$ cat config.mk
export PLATFORM = sky130hd
export DESIGN_NAME = mmu_ext_burst_ctrl
export DESIGN_NICKNAME = d
export VERILOG_FILES = /design/src/rtl/mmu_ext_burst_ctrl.sv
export SDC_FILE = /design/constraint.sdc
export NUM_CORES = 2
export LEC_CHECK = 0
export BUFFER_PORTS_ARGS = -buffer_cell sky130_fd_sc_hd__buf_2
export CAP_MARGIN = 40
export CORE_AREA = 8 8 550 552
export CTS_CLUSTER_DIAMETER = 200
export CTS_CLUSTER_SIZE = 14
export DETAILED_ROUTE_END_ITERATION = 8
export DIE_AREA = 0 0 558 560
export GPL_ROUTABILITY_DRIVEN = 0
export PLACE_DENSITY_LB_ADDON = 0.25
export SLEW_MARGIN = 20
export SYNTH_ARGS = -nofsm -noshare
export SYNTH_HDL_FRONTEND = slang
export SYNTH_SLANG_ARGS = --single-unit
export TNS_END_PERCENT = 20
$ cat constraint.sdc
create_clock -name clk -period 4.5 [get_ports clk]
set_input_delay 0 -clock clk [delete_from_list [all_inputs] [get_ports clk]]
set_output_delay 0 -clock clk [all_outputs]
set_load 0.1 [all_outputs]
$ cat src/rtl/mmu_ext_burst_ctrl.sv
// rtl/mmu_ext_burst_ctrl.sv - cache-line to 4-beat mem_ext burst converter
// Serialises writeback lines, assembles refill lines, one response per request.
module mmu_ext_burst_ctrl #(
  parameter int PADDR_WIDTH    = 33,
  parameter int BEAT_WIDTH     = 128,
  parameter int TIMEOUT_CYCLES = 255
) (
  input  logic                    clk,
  input  logic                    rst,
  input  logic                    i_req_vld,
  output logic                    o_req_rdy,
  input  logic                    i_req_wr,
  input  logic [PADDR_WIDTH-1:0]  i_req_paddr,
  input  logic [4*BEAT_WIDTH-1:0] i_req_line,
  input  logic [BEAT_WIDTH/2-1:0] i_req_mask,
  output logic                    o_rsp_vld,
  output logic                    o_rsp_wr,
  output logic                    o_rsp_err,
  output logic [4*BEAT_WIDTH-1:0] o_rsp_line,
  output logic                    o_mem_ext_rden,
  output logic                    o_mem_ext_wren,
  output logic [BEAT_WIDTH/8-1:0] o_mem_ext_mask,
  output logic [2:0]              o_mem_ext_burst_size,
  output logic [PADDR_WIDTH-1:0]  o_mem_ext_paddr,
  output logic [BEAT_WIDTH-1:0]   o_mem_ext_wdat,
  output logic                    o_mem_ext_burst_start,
  output logic                    o_mem_ext_burst_end,
  output logic                    o_mem_ext_burst_vld,
  input  logic                    i_ext_mmu_rdy,
  input  logic                    i_ext_mmu_rd_ack,
  input  logic                    i_ext_mmu_wr_ack,
  input  logic [BEAT_WIDTH-1:0]   i_ext_mmu_rdat
);

  localparam int LINE_W = 4 * BEAT_WIDTH;
  localparam int MASK_W = BEAT_WIDTH / 8;
  localparam logic [7:0] TMO_LAST = 8'(TIMEOUT_CYCLES - 1);

  typedef enum logic [2:0] {IDLE, WR_BEAT, WR_WAIT, RD_CMD, RD_DATA, RSP} state_t;

  state_t                   state, state_n;
  logic [1:0]               cnt;
  logic [7:0]               tmo;
  logic [PADDR_WIDTH-1:0]   paddr_q;
  logic [LINE_W-1:0]        line_q;
  logic [4*MASK_W-1:0]      mask_q;
  logic                     wr_q;
  logic                     err_q;
  logic [LINE_W-1:0]        rd_buf, rd_buf_d;
  logic [LINE_W-1:0]        rsp_line_q;

  logic beat_fire, cmd_fire, rd_take, progress, counting, expire;

  assign beat_fire = (state == WR_BEAT) && (cnt != 2'd0 || i_ext_mmu_rdy);
  assign cmd_fire  = (state == RD_CMD) && i_ext_mmu_rdy;
  assign rd_take   = (state == RD_DATA) && i_ext_mmu_rd_ack;
  assign progress  = beat_fire || cmd_fire || rd_take ||
                     ((state == WR_WAIT) && i_ext_mmu_wr_ack);
  // Only stalls on the far side count towards the timeout; an ack in the expiry cycle wins.
  assign counting  = ((state == WR_BEAT) && cnt == 2'd0 && !i_ext_mmu_rdy) ||
                     ((state == RD_CMD) && !i_ext_mmu_rdy) ||
                     ((state == RD_DATA) && !i_ext_mmu_rd_ack) ||
                     ((state == WR_WAIT) && !i_ext_mmu_wr_ack);
  assign expire    = counting && (tmo == TMO_LAST);

  always_comb begin
    rd_buf_d = rd_buf;
    if (rd_take) rd_buf_d[int'(cnt)*BEAT_WIDTH +: BEAT_WIDTH] = i_ext_mmu_rdat;
  end

  always_ff @(posedge clk) begin
    if (rst) state <= IDLE;
    else     state <= state_n;
  end

  always_comb begin
    state_n = state;
    case (state)
      IDLE:    if (i_req_vld) state_n = i_req_wr ? WR_BEAT : RD_CMD;
      WR_BEAT: if (beat_fire && cnt == 2'd3) state_n = WR_WAIT;
               else if (expire)              state_n = RSP;
      WR_WAIT: if (i_ext_mmu_wr_ack || expire) state_n = RSP;
      RD_CMD:  if (cmd_fire)    state_n = RD_DATA;
               else if (expire) state_n = RSP;
      RD_DATA: if ((rd_take && cnt == 2'd3) || expire) state_n = RSP;
      RSP:     state_n = IDLE;
      default: state_n = IDLE;
    endcase
  end

  always_ff @(posedge clk) begin
    if (rst) begin
      cnt        <= 2'd0;
      tmo        <= 8'd0;
      paddr_q    <= '0;
      line_q     <= '0;
      mask_q     <= '0;
      wr_q       <= 1'b0;
      err_q      <= 1'b0;
      rd_buf     <= '0;
      rsp_line_q <= '0;
    end else begin
      if (state == IDLE && i_req_vld) begin
        paddr_q <= {i_req_paddr[PADDR_WIDTH-1:6], 6'b0};
        line_q  <= i_req_line;
        mask_q  <= i_req_mask;
        wr_q    <= i_req_wr;
        cnt     <= 2'd0;
        if (!i_req_wr) rd_buf <= '0;
      end
      if (beat_fire || rd_take) cnt <= cnt + 2'd1;
      if (cmd_fire) cnt <= 2'd0;
      if (rd_take) rd_buf <= rd_buf_d;

      if (state_n != state || progress) tmo <= 8'd0;
      else if (counting)                tmo <= tmo + 8'd1;

      if (state != RSP && state_n == RSP) begin
        err_q <= expire;
        if (!wr_q) rsp_line_q <= rd_buf_d;
      end
    end
  end

  always_comb begin
    o_req_rdy             = (state == IDLE);
    o_rsp_vld             = (state == RSP);
    o_mem_ext_burst_vld   = beat_fire || cmd_fire;
    o_mem_ext_wren        = beat_fire;
    o_mem_ext_rden        = cmd_fire;
    o_mem_ext_burst_start = (beat_fire && cnt == 2'd0) || cmd_fire;
    o_mem_ext_burst_end   = beat_fire && cnt == 2'd3;
  end

  assign o_rsp_wr             = wr_q;
  assign o_rsp_err            = err_q;
  assign o_rsp_line           = (state == RSP && wr_q) ? '0 : rsp_line_q;
  assign o_mem_ext_burst_size = 3'd4;
  assign o_mem_ext_paddr      = paddr_q;
  assign o_mem_ext_wdat       = line_q[int'(cnt)*BEAT_WIDTH +: BEAT_WIDTH];
  assign o_mem_ext_mask       = mask_q[int'(cnt)*MASK_W +: MASK_W];

endmodule

* Word level (Yosys, flattened, before mapping)
Cells that the tools add are included.
Cells by class: divide/modulo/power cells 0, add/subtract/negate cells 3, bitwise gates (word level) 1, reduce and logical (&&, ||, !) cells 40, equal/unequal tests 11, shift operators 4, multiplexer cells 16, multipliers 0, order comparisons 0
Operators by type and width (count):
- 512-bit 2-to-1 mux | 5
- 512-bit bitwise mux | 1
- 128-bit by 33-bit variable shift with 512-bit output, first input constant | 1
- 128-bit by 33-bit indexed part select with 512-bit output | 1
- 512-bit by 10-bit indexed part select with 128-bit output | 1
- 64-bit by 7-bit indexed part select with 16-bit output | 1
- 9-bit negation with 33-bit output | 1
- 3-bit 2-to-1 mux | 6
- 1-bit logical AND | 16
- 3-bit case mux with 5 select lines | 1
- 1-bit logical OR | 12
- 3-bit equality test, second input constant | 3
- 8-bit by 1-bit adder with 8-bit output, second input constant | 1
- 8-bit equality test, second input constant | 1
- 3-bit by 2-bit equality test with 1-bit output, second input constant | 2
- 2-bit 2-to-1 mux | 3
- 2-bit nonzero test | 3
- 2-bit AND reduction | 2
- 2-bit OR reduction | 2
- 3-bit by 1-bit equality test with 1-bit output, second input constant | 1
- 1-bit zero test | 3
- 3-bit zero test | 1
- 3-bit != test | 1
- 3-bit != test, second input constant | 1
- other kinds (5) | 5
Word-level totals: output and inout bits 701, word-level logic and storage cells 85, ROM bits 0, register bits after elaboration 1642, latch bits 0, memory bits (writable) 0, memories 0, input bits 744

* Depth between registers and ports, before layout
depth in word-level cells 13, mapped depth 13, mapped depth without buffers 7

* Worst setup path after synthesis
No wires, ideal clock.
path type reg2out, from register cnt[0], to output port o_mem_ext_burst_end, arrival time 4038 ps, setup slack 462 ps, required time 4500 ps, cell stages (with the launch flop) 10, cells stage by stage dfxtp_1 -> clkbuf_1 -> buf_2 -> buf_2 -> inv_1 -> ha_1 -> nand2b_1 -> nand2_1 -> nor2_1 -> and2_1
On the way: word-level cells in the longest chain between the ends 4, elaborated cells between the ends (all ways) 5
Ends and longest elaborated chain:
- start, declared | line 42 | logic [1:0] cnt;
- start signal, assigned | line 111 | if (beat_fire || rd_take) cnt <= cnt + 2'd1;
- 2-bit nonzero test | line 54 | assign beat_fire = (state == WR_BEAT) && (cnt != 2'd0 || i_ext_mmu_rdy);
- 1-bit logical OR | line 54
- 1-bit logical AND | line 54
- net o_mem_ext_wren | line 21 | output logic o_mem_ext_wren,
- 1-bit logical AND | line 132 | o_mem_ext_burst_end = beat_fire && cnt == 2'd3;
- end, declared | line 27 | output logic o_mem_ext_burst_end,
The timed path passes the listed nets, and every way through them passes these cells.

* Worst setup path in the final report
from register state[1], to output port o_rsp_line[487]
On the way: word-level cells in the longest chain between the ends 3
Ends and longest elaborated chain:
- start, declared | line 41 | state_t state, state_n;
- start signal, assigned | line 73 | else state <= state_n;
- 3-bit equality test | line 137 | assign o_rsp_line = (state == RSP && wr_q) ? '0 : rsp_line_q;
- 1-bit logical AND | line 137
- 512-bit 2-to-1 mux | line 137
- end, declared | line 19 | output logic [4*BEAT_WIDTH-1:0] o_rsp_line,
Every way passes these cells.

==> impl_metrics.tcl <==
set metrics [dict create \
    first_global_vias 76800 \
    postRouteWirelength_um 381000 \
    htreeDepth 4 \
    grt_overflow 0 \
    holdWs_ns 0.0678 \
    num-fill-cells 29900 \
    cts_setup_buffers 0 \
    area_growth_pct 34.1 \
    maxCapViolCount 0 \
    fin_nets 12000 \
    worstPathRequired_ns 4.50 \
    clock_skew_ns 0.0537 \
    critPathMaxFanout 74 \
    hpwl_um 252000 \
    cts_tree "built" \
    dr.pass1.iters 6 \
    busiest_layer "met2" \
    cts-root-buf "clkbuf_16" \
    core_area_um2 293000 \
    multi_input_area_um2 36600 \
    initial_core_util 0.258 \
    fp.dieH_um 560 \
    synth_edf_count 0 \
    yosys.area.top_type "dfxtp_1" \
    wl_per_cell_um 25.0 \
    ios 1445 \
    slew-limit-headroom 0.151 \
    drive_gt1_frac 0.209 \
    grt.met3_usage 0.0507 \
    path_clk_slew_ns 0.07 \
    dieArea_um2 312000 \
    core.rowCount 199 \
    via_per_inst 5.21 \
    cts.sinks 1642 \
    insertion_delay_ns 0.83 \
    fin_tns_setup_ns 0 \
    portBuffers 1429 \
    synth-async-reset-ratio 0 \
    grt_use_total 0.228 \
    finalMaxSlewViolations 0 \
    postRouteAntennaNets 0 \
    power.leakage_nw 39.4 \
    fin_util 0.345 \
    setup_violations 0 \
    hold_viol 0 \
    ys_seq_area_frac 0.436 \
    grt_first_pass_wirelength_um 544000 \
    seqCellArea_um2 32900 \
    cpMaxStageDelayCell "dfxtp_1" \
    yosysTopAreaCellShare 0.436 \
    powerDensity_nw_per_um2 353 \
    vias 79400 \
    critPathCaptureType "primary output" \
    finalCritPeriodShare 0.884 \
    ys_types 57 \
    yosysWarnings 0 \
    synthFlopType "dfxtp_1" \
    die_w_um 558 \
    cts_buffers 139 \
    worstSetupStartpointType "flop" \
    arrival_ns 3.98 \
    grtUsageMet1 0.287 \
    path_cells "inv_1, and3_1, nand2_4, buf_12, buf_4, and2_1, buf_2" \
    min_period_ns 3.98 \
    critPathKind "flop to primary output" \
    antenna_found_initial 93 \
    peakVddDrop_uv 281 \
    met2_usage 0.356 \
    cp_num_buf_inv 4 \
    first_iter_violations 8949 \
    netlist_instances 9317 \
    clockBufferDepth 4 \
    drcViolationCount 0 \
    syn_area_um2 75500 \
    max_stage_delay_ns 0.76 \
    hold_class "primary input to flop" \
    dpl_cell_area_um2 85400 \
    fmax_mhz 251 \
    stdcell_area_um2 101000 \
    avgSynthCellArea_um2 8.10 \
    grt_max_degree 241 \
    rsz0062_at_grt "no" \
    path_delay_family "buffers and inverters" \
    ys_ff_latch 1642 \
    synthTopCellsByArea "dfxtp_1 44%, a21oi_1 7.4%, nor3_2 6.2%" \
    tightest_slew_ns 1.27 \
    outcome "finished, final reports clean" \
]
## sequential cells by signal (all words and copies together) (netlist names)
register         flops
cnt                  2
line_q             512
state                3
o_mem_ext_paddr     27
o_rsp_wr             1
mask_q              64
rsp_line_q         512
rd_buf             512
tmo                  8
o_rsp_err            1
## area by class of cell
| cell class | instances | share of cell area |
|---|---|---|
| flip-flops and latches | 1642 | 0.325 |
| multi-input cells | 6180 | 0.361 |
| inverters | 518 | 0.0192 |
| well taps | 3919 | 0.0484 |
| diodes | 71 | 0.00176 |
| repair buffers | 2759 | 0.208 |
| clock buffers | 142 | 0.0349 |
| clock inverters | 11 | 0.00151 |
## placed cells by master (no fill, tap or decap), types with 3 or more instances in the layout
cell type         n
inv_1           518
and2_4            5
nor2b_1           4
nand2b_1          6
buf_16            3
diode_2          71
a211oi_1          4
o21ai_0         472
mux2i_1           3
nand2_1        1210
nor3b_2           3
buf_4            63
or2_2             3
nor3_2          464
ha_1              3
dfxtp_1        1640
nand4_1         513
inv_6             5
buf_12           69
o211ai_1          3
conb_1            9
and2_1          515
ha_4              4
o21ai_1          43
nor3_1          564
a21oi_1        1119
clkbuf_16       141
dlygate4sd3_1  1196
nor2_1          532
o2111ai_1         3
a22oi_1         512
mux4_2          144
and3_1            3
xor2_1            6
buf_2          1428
## repair_timing
item	in CTS	in global routing
hold endpoints to repair	1642	0
hold buffers	1196	0
gates resized for setup	0	0
## synthesized netlist by cell type, types with 2 or more instances
library cell and count:
a211oi_1 4, a21o_1 2, a21oi_1 1119, a21oi_4 2, a22oi_1 512, a31oi_1 2
and2_1 520, and3_1 3, buf_1 32, buf_2 273, buf_4 29, buf_6 9
clkbuf_1 634, clkbuf_4 7, conb_1 2, dfxtp_1 1642, ha_1 7, inv_1 518
mux2i_1 3, mux4_2 144, nand2_1 1211, nand2b_1 6, nand3_1 2, nand4_1 513
nor2_1 533, nor2b_1 4, nor3_1 564, nor3_2 464, nor3b_1 3, o2111ai_1 3
o211ai_1 3, o21ai_0 472, o21ai_1 43, or2_2 3, or4b_1 2, xor2_1 6
## worst min-delay path, cell delays in order
cell and delay [ns]:
dlygate4sd3_1 0.58, buf_2 0.14, nand2_1 0.05, a21oi_1 0.05
## kinds of logic after synthesis
group	share of synthesized area
compound gates	0.162
other cells	0.0000995
flops	0.436
mux	0.0434
xor+xnor	0.000812
buf+inv	0.0819
simple gates	0.275
fa+ha+maj	0.00116
## final timing paths
| kind | startpoint | end | slack [ns] | depth (start not counted) |
|---|---|---|---|---|
| worst max-delay path | state[1]$_SDFF_PP0_ | o_rsp_line[487] | 0.52 | 7 |
| worst min-delay path | i_req_line[398] | line_q[398]$_SDFFE_PP0P_ | 0.07 | 4 |
| worst max register to register | state[2]$_SDFF_PP0_ | rsp_line_q[483]$_SDFFE_PP0P_ | 0.93 | 7 |
| worst min register to register | line_q[304]$_SDFFE_PP0P_ | line_q[304]$_SDFFE_PP0P_ | 0.45 | 2 |
## metal layers
layer,vias to the layer above,share of wire
met1,38700,0.40
li1,35900,-
met2,3871,0.44
met5,-,0.00072
met3,894,0.085
met4,44,0.073
## power by group
group	leakage (nW)	switching, mW	total (mW)	internal (mW)
clock network	1.81	5.88	11.6	5.67
logic	24.2	6.20	8.46	2.26
registers	13.3	0.481	15.7	15.2
## through the flow
stage,setup slack (ns),power [mW],cells
floorplan,0.462,21.1,9324
global placement,1.08,23.4,13800
detailed placement,1.07,23.5,13800
CTS,0.440,35.9,15200
global route,0.283,36.9,15200
finish,0.522,35.7,15200
Note: power is estimated with default switching activity, not from simulation.
